==> config.mk <==
export PLATFORM = sky130hd
export DESIGN_NAME = bit_count_frame_accum
export DESIGN_NICKNAME = d
export VERILOG_FILES = /design/src/rtl/bit_count_frame_accum_pkg.sv /design/src/rtl/bit_count_sat_add.sv /design/src/rtl/bit_count_frame_accum.sv
export SDC_FILE = /design/constraint.sdc
export NUM_CORES = 1
export LEC_CHECK = 0
export BUFFER_PORTS_ARGS = -buffer_cell sky130_fd_sc_hd__buf_2
export CORE_MARGIN = 3
export CORE_UTILIZATION = 62
export DETAILED_ROUTE_END_ITERATION = 12
export PLACE_DENSITY = 0.85
export SLEW_MARGIN = 25
export SYNTH_ARGS = -nofsm -noshare
export SYNTH_HDL_FRONTEND = slang
export SYNTH_SLANG_ARGS = --single-unit
==> constraint.sdc <==
create_clock -name clk -period 3.93 [get_ports clk]
set_input_delay 0.5895 -clock clk [delete_from_list [all_inputs] [get_ports clk]]
set_output_delay 0.5895 -clock clk [all_outputs]
set_load 0.01 [all_outputs]
==> src/rtl/bit_count_frame_accum_pkg.sv <==
// Shared defaults and FSM encoding for the bit-count frame accumulator.
// Imported by the saturating adder and by the accumulator top.
package bit_count_pkg;

   localparam int DEF_CNT_W  = 6;
   localparam int DEF_SUM_W  = 16;
   localparam int DEF_WCNT_W = 10;

   localparam logic ST_IDLE_ENC  = 1'b0;
   localparam logic ST_ACCUM_ENC = 1'b1;

   typedef enum logic {
      ST_IDLE  = ST_IDLE_ENC,
      ST_ACCUM = ST_ACCUM_ENC
   } state_t;

endpackage

==> src/rtl/bit_count_sat_add.sv <==
// Unsigned W-bit adder that clamps to all-ones on carry-out.
// Reports the clamp so the caller can keep a sticky overflow flag.
module bit_count_sat_add
   import bit_count_pkg::*;
#(
   parameter int W = DEF_SUM_W
) (
   input  logic [W-1:0] a,
   input  logic [W-1:0] b,
   output logic [W-1:0] sum,
   output logic         sat
);

   logic [W:0] full;

   always_comb begin
      full = {1'b0, a} + {1'b0, b};
      sat  = full[W];
      sum  = full[W] ? {W{1'b1}} : full[W-1:0];
   end

endmodule

==> src/rtl/bit_count_frame_accum.sv <==
// Accumulates per-word bit counts into per-frame total, word count and peak,
// and presents one result per frame on a valid/ready output register.
module bit_count_frame_accum
   import bit_count_pkg::*;
#(
   parameter int CNT_W  = DEF_CNT_W,
   parameter int SUM_W  = DEF_SUM_W,
   parameter int WCNT_W = DEF_WCNT_W
) (
   input  logic              clk,
   input  logic              rst_n,
   input  logic              in_valid,
   output logic              in_ready,
   input  logic [CNT_W-1:0]  in_cnt,
   input  logic              in_last,
   output logic              out_valid,
   input  logic              out_ready,
   output logic [SUM_W-1:0]  out_sum,
   output logic [WCNT_W-1:0] out_words,
   output logic [CNT_W-1:0]  out_peak,
   output logic              out_ovf
);

   state_t state, next_state;

   logic [SUM_W-1:0]  acc_sum, new_sum;
   logic [WCNT_W-1:0] acc_words, new_words;
   logic [CNT_W-1:0]  acc_peak, new_peak;
   logic              acc_ovf, new_ovf;
   logic              sum_sat, words_sat;
   logic              accept;

   assign in_ready = !out_valid || out_ready;
   assign accept   = in_valid && in_ready;

   // Accumulators are held at zero while no frame is open, so the first beat
   // of a frame falls out of the same adders as every later beat.
   bit_count_sat_add #(.W(SUM_W)) u_sum_add (
      .a   (acc_sum),
      .b   (SUM_W'(in_cnt)),
      .sum (new_sum),
      .sat (sum_sat)
   );

   bit_count_sat_add #(.W(WCNT_W)) u_words_add (
      .a   (acc_words),
      .b   (WCNT_W'(1)),
      .sum (new_words),
      .sat (words_sat)
   );

   assign new_peak = (in_cnt > acc_peak) ? in_cnt : acc_peak;
   assign new_ovf  = acc_ovf || sum_sat || words_sat;

   always_ff @(posedge clk or negedge rst_n) begin
      if (!rst_n) begin
         state <= ST_IDLE;
      end else begin
         state <= next_state;
      end
   end

   always_comb begin
      next_state = state;
      if (accept) begin
         next_state = in_last ? ST_IDLE : ST_ACCUM;
      end
   end

   always_ff @(posedge clk or negedge rst_n) begin
      if (!rst_n) begin
         acc_sum   <= '0;
         acc_words <= '0;
         acc_peak  <= '0;
         acc_ovf   <= 1'b0;
      end else if (accept) begin
         if (in_last) begin
            acc_sum   <= '0;
            acc_words <= '0;
            acc_peak  <= '0;
            acc_ovf   <= 1'b0;
         end else begin
            acc_sum   <= new_sum;
            acc_words <= new_words;
            acc_peak  <= new_peak;
            acc_ovf   <= new_ovf;
         end
      end
   end

   // A closing beat reloads the result even while the old one is leaving,
   // which keeps single-beat frames flowing at one per cycle.
   always_ff @(posedge clk or negedge rst_n) begin
      if (!rst_n) begin
         out_valid <= 1'b0;
         out_sum   <= '0;
         out_words <= '0;
         out_peak  <= '0;
         out_ovf   <= 1'b0;
      end else if (accept && in_last) begin
         out_valid <= 1'b1;
         out_sum   <= new_sum;
         out_words <= new_words;
         out_peak  <= new_peak;
         out_ovf   <= new_ovf;
      end else if (out_ready) begin
         out_valid <= 1'b0;
      end
   end

endmodule

==> impl_metrics.toml <==
[status]
outcome = "finished clean"

[cts]
clock_latency_ps = 350
htree_levels = 3
cts_tree = "yes"
cts-root-buf = "clkbuf_8"
cts_sinks = 67
ctsLongestPathBuffers = 2
path_clk_slew_ps = 80
hold_buffers = 0
numCtsBuffers = 9
post_cts_resized = 0
post_cts_buffers = 0

[logic_synthesis]
synth.area.top_cells = "dfrtp_1 (47%), a21oi_1 (5.2%), ha_1 (4.6%), nand2_1 (3.7%), o21ai_0 (3.2%)"
avgSynthCellArea_um2 = 9.51
synthFlopType = "dfrtp_1"
yosys.area.top_type = "dfrtp_1"
ys_warn_count = 0
synth_fp_nets = 398
synthArstFlopShare_pct = 100
synth_top_area_share_pct = 47.3
synth_edf_count = 0
synthCells = 373
ys_ff_latch = 67
syn_area_um2 = 3550
synthDistinctLibCells = 48
yosysSeqAreaShare_pct = 47.3

[power]
p_per_area_nw_per_um2 = 558
ir_worst_vdd_uv = 379
p_leak_uw = 0.00188

[global_routing]
grt_pass1_wl_um = 13800
grt_overflow = 0
antenna_found_initial = 0
grt_usage_pct = 27.0
grt_max_degree = 36
grt_pass1_vias = 2898

[floorplanning]
die_area_um2 = 6670
fp-row-count = 26
die_y_um = 81.6
fp.dieW_um = 81.6
core-area_um2 = 5300
io-pin-count = 46
start_util_pct = 66.9

[worst_setup_path]
cp.required_ps = 4120
cp_max_fo = 15
worstPathArrival_ps = 2830
worst_setup_path_end_kind = "flip-flop"
cp-start-kind = "flip-flop"
cp_slowest_cell = "or3_1"
critical_path_class = "reg2reg"
cp_slowest_stage_delay_ps = 460
path_cells = "ha_1 -> fa_1 -> a21o_1 -> a221oi_1 -> buf_4 -> or3_1 -> and3_1 -> o31ai_1"
worstRegToRegCells = 8

[final_layout]
nets = 434
areaGrowthSynthToFinish_pct = 13.9
final_layout_size_suffix_gt1_share_pct = 18.8
antenna_cells = 0
post-route-cell-area_um2 = 4040

[timing]
worst_slew_pin_slew_ps = 869
fmax_mhz = 379
slew_violations = 0
fin_crit_sh_pct = 67.2
relSlewSlack_pct = 42.0
rsz0062_at_grt = "false"
setup_tns_ps = 0
finalCriticalPeriod_ps = 2640
setup_viol = 0
final_hold_viol_count = 0
fin_skew_ps = 10.1
setup_ws_ps = 1290

[placement]
gp_congestion = 0.803
pre_cts_ws_ps = 992
placed_area_um2 = 3790
hpwl_um = 5290
io_buffer_count = 45

[routing]
drc_errors = 0
postRouteAntennaNets = 0
num_vias = 3018
drt_iter0_drc = 240
wl_per_cell_um = 16.4
vias_per_cell = 6.24
routed_wl_um = 7920
first_pass_iters = 5

[min_path]
hold_class = "in2async"

[flow_run]
max_cap_viol_count = 0
-- synth_stat cells, types with 2 or more instances --
library cell  count
nor3_1            3
nand4_1           3
nor4_1            2
mux2i_1           7
clkbuf_1         20
and2_1            2
o31ai_1           6
o21a_1            5
o22a_1            3
dfrtp_1          67
ha_1             13
a41oi_1           4
nand2b_1          5
o211ai_1          3
o21ai_0          23
a211oi_1          2
a22o_1            5
a21o_1            9
a31oi_1          17
and3_1            7
nor2_1           28
buf_2             3
nand3_1           7
a31o_2            8
xor2_1            5
and4_1            3
a21oi_1          37
or3_1             3
inv_1            11
nor2b_1           3
nand2_1          35
xnor2_1           8
-- logic make-up after synthesis --
logic type | after synthesis | share of synthesized area (%)
AO/OA/AOI/OAI | 129 | 23.4
AND/OR/NAND/NOR | 107 | 14.8
flip-flops | 67 | 47.3
buffers and inverters | 36 | 4.16
adder cells (fa/ha/maj) | 14 | 5.15
XOR/XNOR | 13 | 3.21
multiplexers | 7 | 1.98
-- worst paths after layout --
path	from	slack [ps]	to
max	acc_sum[0]	1290	out_sum[9]
max in group asynchronous	rst_n	3210	acc_words[4]
min reg2reg	out_words[9]	470	out_words[9]
max reg2reg	acc_sum[0]	1290	out_sum[9]
min in group clk	out_words[9]	470	out_words[9]
min	rst_n	80	out_peak[3]
-- power breakdown --
group | internal [uW] | switching [uW]
logic | 261 | 354
registers | 819 | 95.3
clock network | 440 | 287
-- layout make-up --
type	instances	area (um2)
clock buffer	10	138
clock inverter	6	111
fill	368	1260
inverter	11	41.3
multi-input combinational	270	1720
sequential	67	1680
tap	70	87.6
timing repair buffer	50	263
-- cells in the final DEF, fill, tap and decap left out, types with 2 or more instances in the layout --
master	instances
a211oi_1	2
a21o_1	9
a21oi_1	37
a22o_1	5
a31o_2	8
a31oi_1	17
a41oi_1	4
and2_1	2
and3_1	7
and4_1	3
buf_2	45
buf_4	5
bufinv_16	3
clkbuf_8	10
dfrtp_1	67
ha_1	13
inv_1	11
mux2i_1	7
nand2_1	35
nand2b_1	5
nand3_1	7
nand4_1	3
nor2_1	28
nor2b_1	3
nor3_1	3
nor4_1	2
o211ai_1	3
o21a_1	5
o21ai_0	23
o22a_1	3
o31ai_1	6
or3_1	3
xnor2_1	8
xor2_1	5
-- stage by stage --
stage / util (%) / hold WS, ps / instances / power [uW]
2_1_floorplan: - / 294 / 373 / 1330
3_3_place_gp: 71.5 / 455 / 468 / 1510
6_report: 76.2 / 84.5 / 484 / 2260
4_1_cts: 76.2 / 91.1 / 484 / 2250
5_1_grt: 76.2 / 92.0 / 484 / 2390
3_5_place_dp: 71.5 / 459 / 468 / 1530
-- layer usage --
metal | vias up | GRT usage, % | part of all wire (%)
met1 | 1458 | 37.7 | 46
met3 | 20 | 5.48 | 5.7
li1 | 1436 | - | -
met4 | 0 | 12.0 | 2.2
met5 | - | 0 | 0
met2 | 104 | 40.7 | 46
-- registers in the layout, summed over array words and instances, names as in the netlist --
signal,count
acc_sum,16
out_sum,16
acc_words,10
out_words,10
acc_peak,6
out_peak,6
acc_ovf,1
out_ovf,1
out_valid,1
-- critical path: cells and delay by family, from the launching register on --
family          cells  cell delay [ps]
simple gates        2              700
fa+ha+maj           2              610
compound gates      3              530
flops               1              400
buf+inv             1              240
Power figures use the tool's default switching activity.
